**src/rtl/cam_match_encoder.sv**
```systemverilog
// rtl/cam_match_encoder.sv - serialises a CAM match-line vector into ascending hit addresses.
// Optional: define CAM_ENC_COUNT_EN to add count_o (population count of the accepted vector).
module cam_match_encoder #(
  parameter int ADDR_WIDTH = 5
) (
  input  logic                         clk,
  input  logic                         rst,
  input  logic                         match_valid_i,
  output logic                         match_ready_o,
  input  logic [(1<<ADDR_WIDTH)-1:0]   match_i,
  output logic                         addr_valid_o,
  input  logic                         addr_ready_i,
  output logic [ADDR_WIDTH-1:0]        addr_o,
  output logic                         addr_last_o,
  output logic                         miss_o
`ifdef CAM_ENC_COUNT_EN
  ,
  output logic [ADDR_WIDTH:0]          count_o
`endif
);

  localparam int CAM_DEPTH = 1 << ADDR_WIDTH;

  typedef enum logic {IDLE, EMIT} state_t;

  state_t                 state_q, state_d;
  logic [CAM_DEPTH-1:0]   pend_q, pend_d;
  logic                   miss_q, miss_d;
  logic [CAM_DEPTH-1:0]   pend_rest;
  logic [ADDR_WIDTH-1:0]  lsb_idx;
  logic                   pend_single;
  logic                   emit;
  logic                   last;

`ifdef CAM_ENC_COUNT_EN
  logic [ADDR_WIDTH:0]    count_q, count_d;
  logic [ADDR_WIDTH:0]    match_pop;

  always_comb begin
    match_pop = '0;
    for (int i = 0; i < CAM_DEPTH; i++) begin
      match_pop = match_pop + (ADDR_WIDTH+1)'(match_i[i]);
    end
  end
`endif

  // pend with its lowest set bit cleared; zero means exactly one bit remains.
  assign pend_rest   = pend_q & (pend_q - CAM_DEPTH'(1));
  assign pend_single = (pend_rest == '0);
  assign emit        = (state_q == EMIT);
  assign last        = miss_q | pend_single;

  always_comb begin
    lsb_idx = '0;
    for (int i = CAM_DEPTH - 1; i >= 0; i--) begin
      if (pend_q[i]) lsb_idx = ADDR_WIDTH'(i);
    end
  end

  always_comb begin
    state_d = state_q;
    pend_d  = pend_q;
    miss_d  = miss_q;
`ifdef CAM_ENC_COUNT_EN
    count_d = count_q;
`endif
    unique case (state_q)
      IDLE: begin
        if (match_valid_i) begin
          pend_d  = match_i;
          miss_d  = (match_i == '0);
          state_d = EMIT;
`ifdef CAM_ENC_COUNT_EN
          count_d = match_pop;
`endif
        end
      end
      EMIT: begin
        if (addr_ready_i) begin
          if (last) begin
            pend_d  = '0;
            miss_d  = 1'b0;
            state_d = IDLE;
`ifdef CAM_ENC_COUNT_EN
            count_d = '0;
`endif
          end else begin
            pend_d = pend_rest;
          end
        end
      end
      default: state_d = IDLE;
    endcase
  end

  always_ff @(posedge clk or posedge rst) begin
    if (rst) begin
      state_q <= IDLE;
      pend_q  <= '0;
      miss_q  <= 1'b0;
`ifdef CAM_ENC_COUNT_EN
      count_q <= '0;
`endif
    end else begin
      state_q <= state_d;
      pend_q  <= pend_d;
      miss_q  <= miss_d;
`ifdef CAM_ENC_COUNT_EN
      count_q <= count_d;
`endif
    end
  end

  // Outputs depend only on registered state.
  always_comb begin
    match_ready_o = ~emit;
    addr_valid_o  = emit;
    miss_o        = emit & miss_q;
    addr_last_o   = emit & last;
    addr_o        = (emit && !miss_q) ? lsb_idx : '0;
  end

`ifdef CAM_ENC_COUNT_EN
  assign count_o = count_q;
`endif

endmodule

```
**config.mk**
```make
export PLATFORM = sky130hd
export DESIGN_NAME = cam_match_encoder
export DESIGN_NICKNAME = d
export VERILOG_FILES = /design/src/rtl/cam_match_encoder.sv
export SDC_FILE = /design/constraint.sdc
export NUM_CORES = 1
export LEC_CHECK = 0
export CAP_MARGIN = 0
export CELL_PAD_IN_SITES_DETAIL_PLACEMENT = 2
export CELL_PAD_IN_SITES_GLOBAL_PLACEMENT = 2
export CORE_MARGIN = 3
export CORE_UTILIZATION = 27
export CTS_CLUSTER_DIAMETER = 40
export DETAILED_ROUTE_END_ITERATION = 7
export GPL_ROUTABILITY_DRIVEN = 0
export PLACE_DENSITY = 0.76
export SKIP_LAST_GASP = 1
export SLEW_MARGIN = 0
export SYNTH_ARGS = -nofsm -noshare
export SYNTH_HDL_FRONTEND = slang
export SYNTH_SLANG_ARGS = --single-unit
```
**constraint.sdc**
```tcl
create_clock -name clk -period 3.8 [get_ports clk]
set_input_delay 0.38 -clock clk [delete_from_list [all_inputs] [get_ports clk]]
set_output_delay 0.38 -clock clk [all_outputs]
set_load 0.01 [all_outputs]
```
## Word level (Yosys, flattened, before mapping)

Cells that the tools add are included.

| word-level totals | value |
|---|---|
| flip-flop bits (word level) | 34 |
| bits in latches | 0 |
| RAM bits | 0 |
| bits in read-only memories | 0 |
| bits of input ports | 36 |
| memories kept | 0 |

| cells by class | value |
|---|---|
| add/sub/neg operators | 1 |
| $mul | 0 |
| divide/modulo/power cells | 0 |
| order comparisons | 0 |
| equality and inequality tests | 3 |
| shift operators | 0 |
| muxes and demuxes | 45 |
| bitwise logic cells | 5 |
| reductions and logical operators | 6 |

Operators by type and width:

| operator | number |
|---|---|
| 2-to-1 mux 5 bit | 33 |
| 2-to-1 mux 32 bit | 3 |
| zero test 32 bit | 2 |
| case mux 32 bit (2 select lines) | 1 |
| AND 32 bit | 1 |
| subtractor 32 x 1 -> 32 bit (second input constant) | 1 |
| 2-to-1 mux 1 bit | 6 |
| != test 2 bit (second input constant) | 2 |
| case mux 1 bit (2 select lines) | 2 |
| AND reduction 3 bit | 1 |
| AND 1 bit | 2 |
| != test 2 x 1 -> 1 bit (second input constant) | 1 |
| AND reduction 2 bit | 1 |
| logical AND 1 bit | 1 |
| zero test 1 bit | 1 |
| inverter 1 bit | 1 |
| OR 1 bit | 1 |

## Logic depth before layout (Yosys ltp)

| depth | value |
|---|---|
| depth after elaboration | 33 |
| gate-level depth with buffers | 10 |

## Least setup slack after synthesis

Ideal clock, no wire load.

| timing path | value |
|---|---|
| kind | register to output |
| from | register pend_q[2] |
| to | output addr_last_o |
| arrival | 3.334 ns |
| required time | 3.420 ns |
| path slack | 0.086 ns |
| cell stages (with the launch flop) | 10 |
| path buffers | 2 |
| cell sequence | dfrtp_1 or4_1 buf_2 or4_4 buf_6 o31a_1 or4b_1 or4_1 nor4_2 o21a_1 |

| between the ends | value |
|---|---|
| cells in the longest elaborated chain, start to end | 5 |

RTL lines:

| item | line | source |
|---|---|---|
| start, declared | 27 | `logic [CAM_DEPTH-1:0] pend_q, pend_d;` |
| start signal, assigned | 106 | `pend_q <= pend_d;` |
| subtractor 32 x 1 -> 32 bit | 48 | `assign pend_rest = pend_q & (pend_q - CAM_DEPTH'(1));` |
| AND 32 bit * | 48 |  |
| zero test 32 bit * | 49 | `assign pend_single = (pend_rest == '0);` |
| OR 1 bit * | 51 | `assign last = miss_q \| pend_single;` |
| AND 1 bit * | 119 | `addr_last_o = emit & last;` |
| end, declared | 14 | `output logic addr_last_o,` |

Mark *: on every way between the ends. The rest lies on a longest branch, timed or not.

## Worst setup path in the final report

Ends and elaborated chain as after synthesis.

==> results.md <==
- Die H: between 100 and 150 um
- Initial Utilization: between 20% and 30%
- Final setup skew: 0.005223 ns
- DR vias: 2835
- WP buf/inv: 2
- Vias per cell: 5.894
- Row Count: 33
- WP data required: 3.42 ns
- Sequential-to-total area share from yosys stat: 35.07%
- Synth area leader: dfrtp_1
- Power Total: approximately 4000 uW
- RR Startpoint: pend_q[2]
- Critical-path cell list: or4_4 -> or4_4 -> buf_6 -> or4_4 -> o221a_4 -> a2111o_1 -> nor4_4 -> o21a_1 -> buf_2
- Most instantiated cells after synthesis: o21ai_0, dfrtp_1, nor2_1
- CTS max path bufs: 2
- Post-Route WL: 10950 um
- Fin Hold WS: 0.5017 ns
- Final count of pins violating max slew: 0
- Hold buffer count at CTS: 0
- Port buffer count: 44
- Pin slew with the least headroom to its limit: 0.9439 ns
- Core box area: roughly 8500 sq um
- Root Buffer: clkbuf_8
- Top cell type's share of synthesized area: approximately a third
- Most frequent CP cell: or4_4
- # setup viols final: 1
- Synthesized area per cell: 7.851 sq um
- Slew headroom: 37.07%
- Util after Layout: 39.91%
- Post-Synthesis Cells: 309
- Mapped Nets: 345
- Top cells by area, synth: dfrtp_1, o21ai_0, a22o_1
- Warnings from Yosys: 0
- Crit-path max FO: 8
- Lkg Pwr: 0.001468 uW
- Crit-path max cell delay: 0.55 ns
- Count leader, synth: o21ai_0
- CP top delay family: simple AND/OR/NAND/NOR gates
- Power Dens Cells: 1173 nW/um^2
- #FFs+latches synth: 34
- Worst-skew pair later-pin latency: 0.30 ns
- Post-route ant nets: 0
- Crit share post-route: 103.0%
- VDD IR-drop max: 635.7 uV
- Max Cap Viol: 0
- Failing checks: setup timing
- Initial DRC count: between 100 and 150
- Chip Width: 100.8 um
- Post-synth top flop: dfrtp_1
- TritonCTS Buffers: 5
- Hpwl dp: 7756 um
- CTS Sinks: 34
- Grt ovf: 0
- Die Area: 10160 sq um
- Setup crit start kind: flip-flop
- Final worst slack: -0.1130 ns
- Reg-to-reg endpoint: addr_valid_o
- Register-to-register setup slack: 0.57 ns
- Share of cells above drive strength 1: 18.09%
- DR pass1 iterations: 4
- Synth cell types: 47
- Number of global-route vias before repair: 3079
- Crit-path slowest cell: or4_4
- Initial antenna violation count: 0
- Clock transition at the registers of the reported paths: 0.08 ns
- EDFF count, synth: 0
- Global Route Usage Sum: 21.98%
- Unrepaired setup endpoints after global routing: true
- Async S/R FF share, synth: 100.0%
- Largest net degree at the start of global routing: 35
- Minimum clock period: 3.913 ns
- H-tree Lvls: 2
- Setup crit end kind: output port
- Area Growth Syn to Fin: 39.25%
- Worst path arrival time: 3.53 ns
- HP Class: in -> async
- Net count reported at finish: 411
- WP depth: 9
- First-pass GRT wire length: roughly 17000 um
- Routed wire per std cell: roughly 23 um
- Fmax: 255.6 MHz
- Netlist Area Pre-Place: 2426 sq um
- Final hold viol count: 0
- R2R depth: 8
- CTS tree: done
- I/O pin count: 45
- Setup CP Type: reg -> out
- Status: finished, violations left
- Ant. Diodes: 0
- DRC violations left: 0
==> cell type report <==
class / instances / area, sq um
fill: 972 / 5086
multi-input combinational: 237 / 1494
sequential: 34 / 850.8
timing repair buffer: 85 / 747.0
tap: 105 / 131.4
clock buffer: 8 / 110.1
inverter: 12 / 45.04
==> flip-flops by register name, summed over array words and instances (netlist names) <==
name          cells
miss_q            1
pend_q           32
addr_valid_o      1
==> where the power goes <==
group	switching, uW	total (uW)	internal (uW)
Combinational	1570	2940	1370
Sequential	203	682	479
Clock	153	337	183
Total	1930	3960	2030
==> worst register-to-register path: cells and delay by family (launching register included) <==
kind | cells | cell delay (ns)
AOI/OAI and AO/OA | 3 | 0.69
buffers and inverters | 1 | 0.15
DFF | 1 | 0.39
and+or+nand+nor | 4 | 1.86
==> repair_timing <==
action,CTS,global route
gates resized for setup,12,6
pin swaps,9,8
endpoints found under the setup margin,1,1
endpoints found under the hold margin,0,0
buffers inserted,3,0
==> metrics by stage <==
step / setup TNS [ns] / worst slack (ns) / std cells / instance area (sq um)
floorplan: 0 / 0.08589 / 309 / 2426
global placement: -0.3234 / -0.3234 / 470 / 3179
detailed placement: -0.3860 / -0.3860 / 470 / 3179
CTS: -0.1719 / -0.1719 / 481 / 3347
global route: -0.1867 / -0.1867 / 481 / 3378
finish: -0.1130 / -0.1130 / 481 / 3378
==> cell usage in the layout, fill, tap and decap left out, types with 2 or more instances in the layout <==
cell type and n:
buf_4 40, inv_1 12, a22o_1 14, o21ai_1 4, dfrtp_1 34, o2111ai_1 2
o41ai_2 2, clkdlybuf4s50_1 43, or4_1 7, a22oi_1 13, nand2_1 23, or2_1 2
o21a_1 3, nor2_1 25, o21ai_0 34, o211ai_1 2, nand4_1 4, o31ai_1 8
nor2b_1 2, nor4_1 15, clkbuf_8 8, or3_1 4, nand3_1 8, or2_2 3
or4_4 5, nor3_1 9, a21o_1 4, or3_4 2, o21bai_1 2, a211oi_1 2
a21oi_1 18
==> kinds of logic (layout without fill, tap and decap cells) <==
logic type,count (synthesis),in the layout,share of synthesized area (%)
AOI/OAI and AO/OA,121,121,33.37
DFF,34,34,35.07
and+or+nand+nor,116,116,25.32
buffers and inverters,38,105,6.240
==> worst max-delay path by stage <==
stage / endpoint / slack [ns] / from
floorplan: addr_last_o / 0.09 / pend_q[2]
global route: addr_last_o / -0.19 / pend_q[2]
CTS: addr_last_o / -0.17 / pend_q[12]
global placement: addr_last_o / -0.32 / pend_q[2]
detailed placement: addr_last_o / -0.39 / pend_q[2]
finish: addr_last_o / -0.11 / pend_q[2]
==> metal layers <==
| layer | track usage, % | vias up | share of wire, % |
|---|---|---|---|
| met5 | 0 | - | 0 |
| li1 | - | 1315 | - |
| met1 | 29.86 | 1450 | 47 |
| met2 | 37.67 | 60 | 49 |
| met4 | 4.041 | 0 | 0.93 |
| met3 | 2.699 | 10 | 3.0 |
Power figures use the tool's default switching activity.
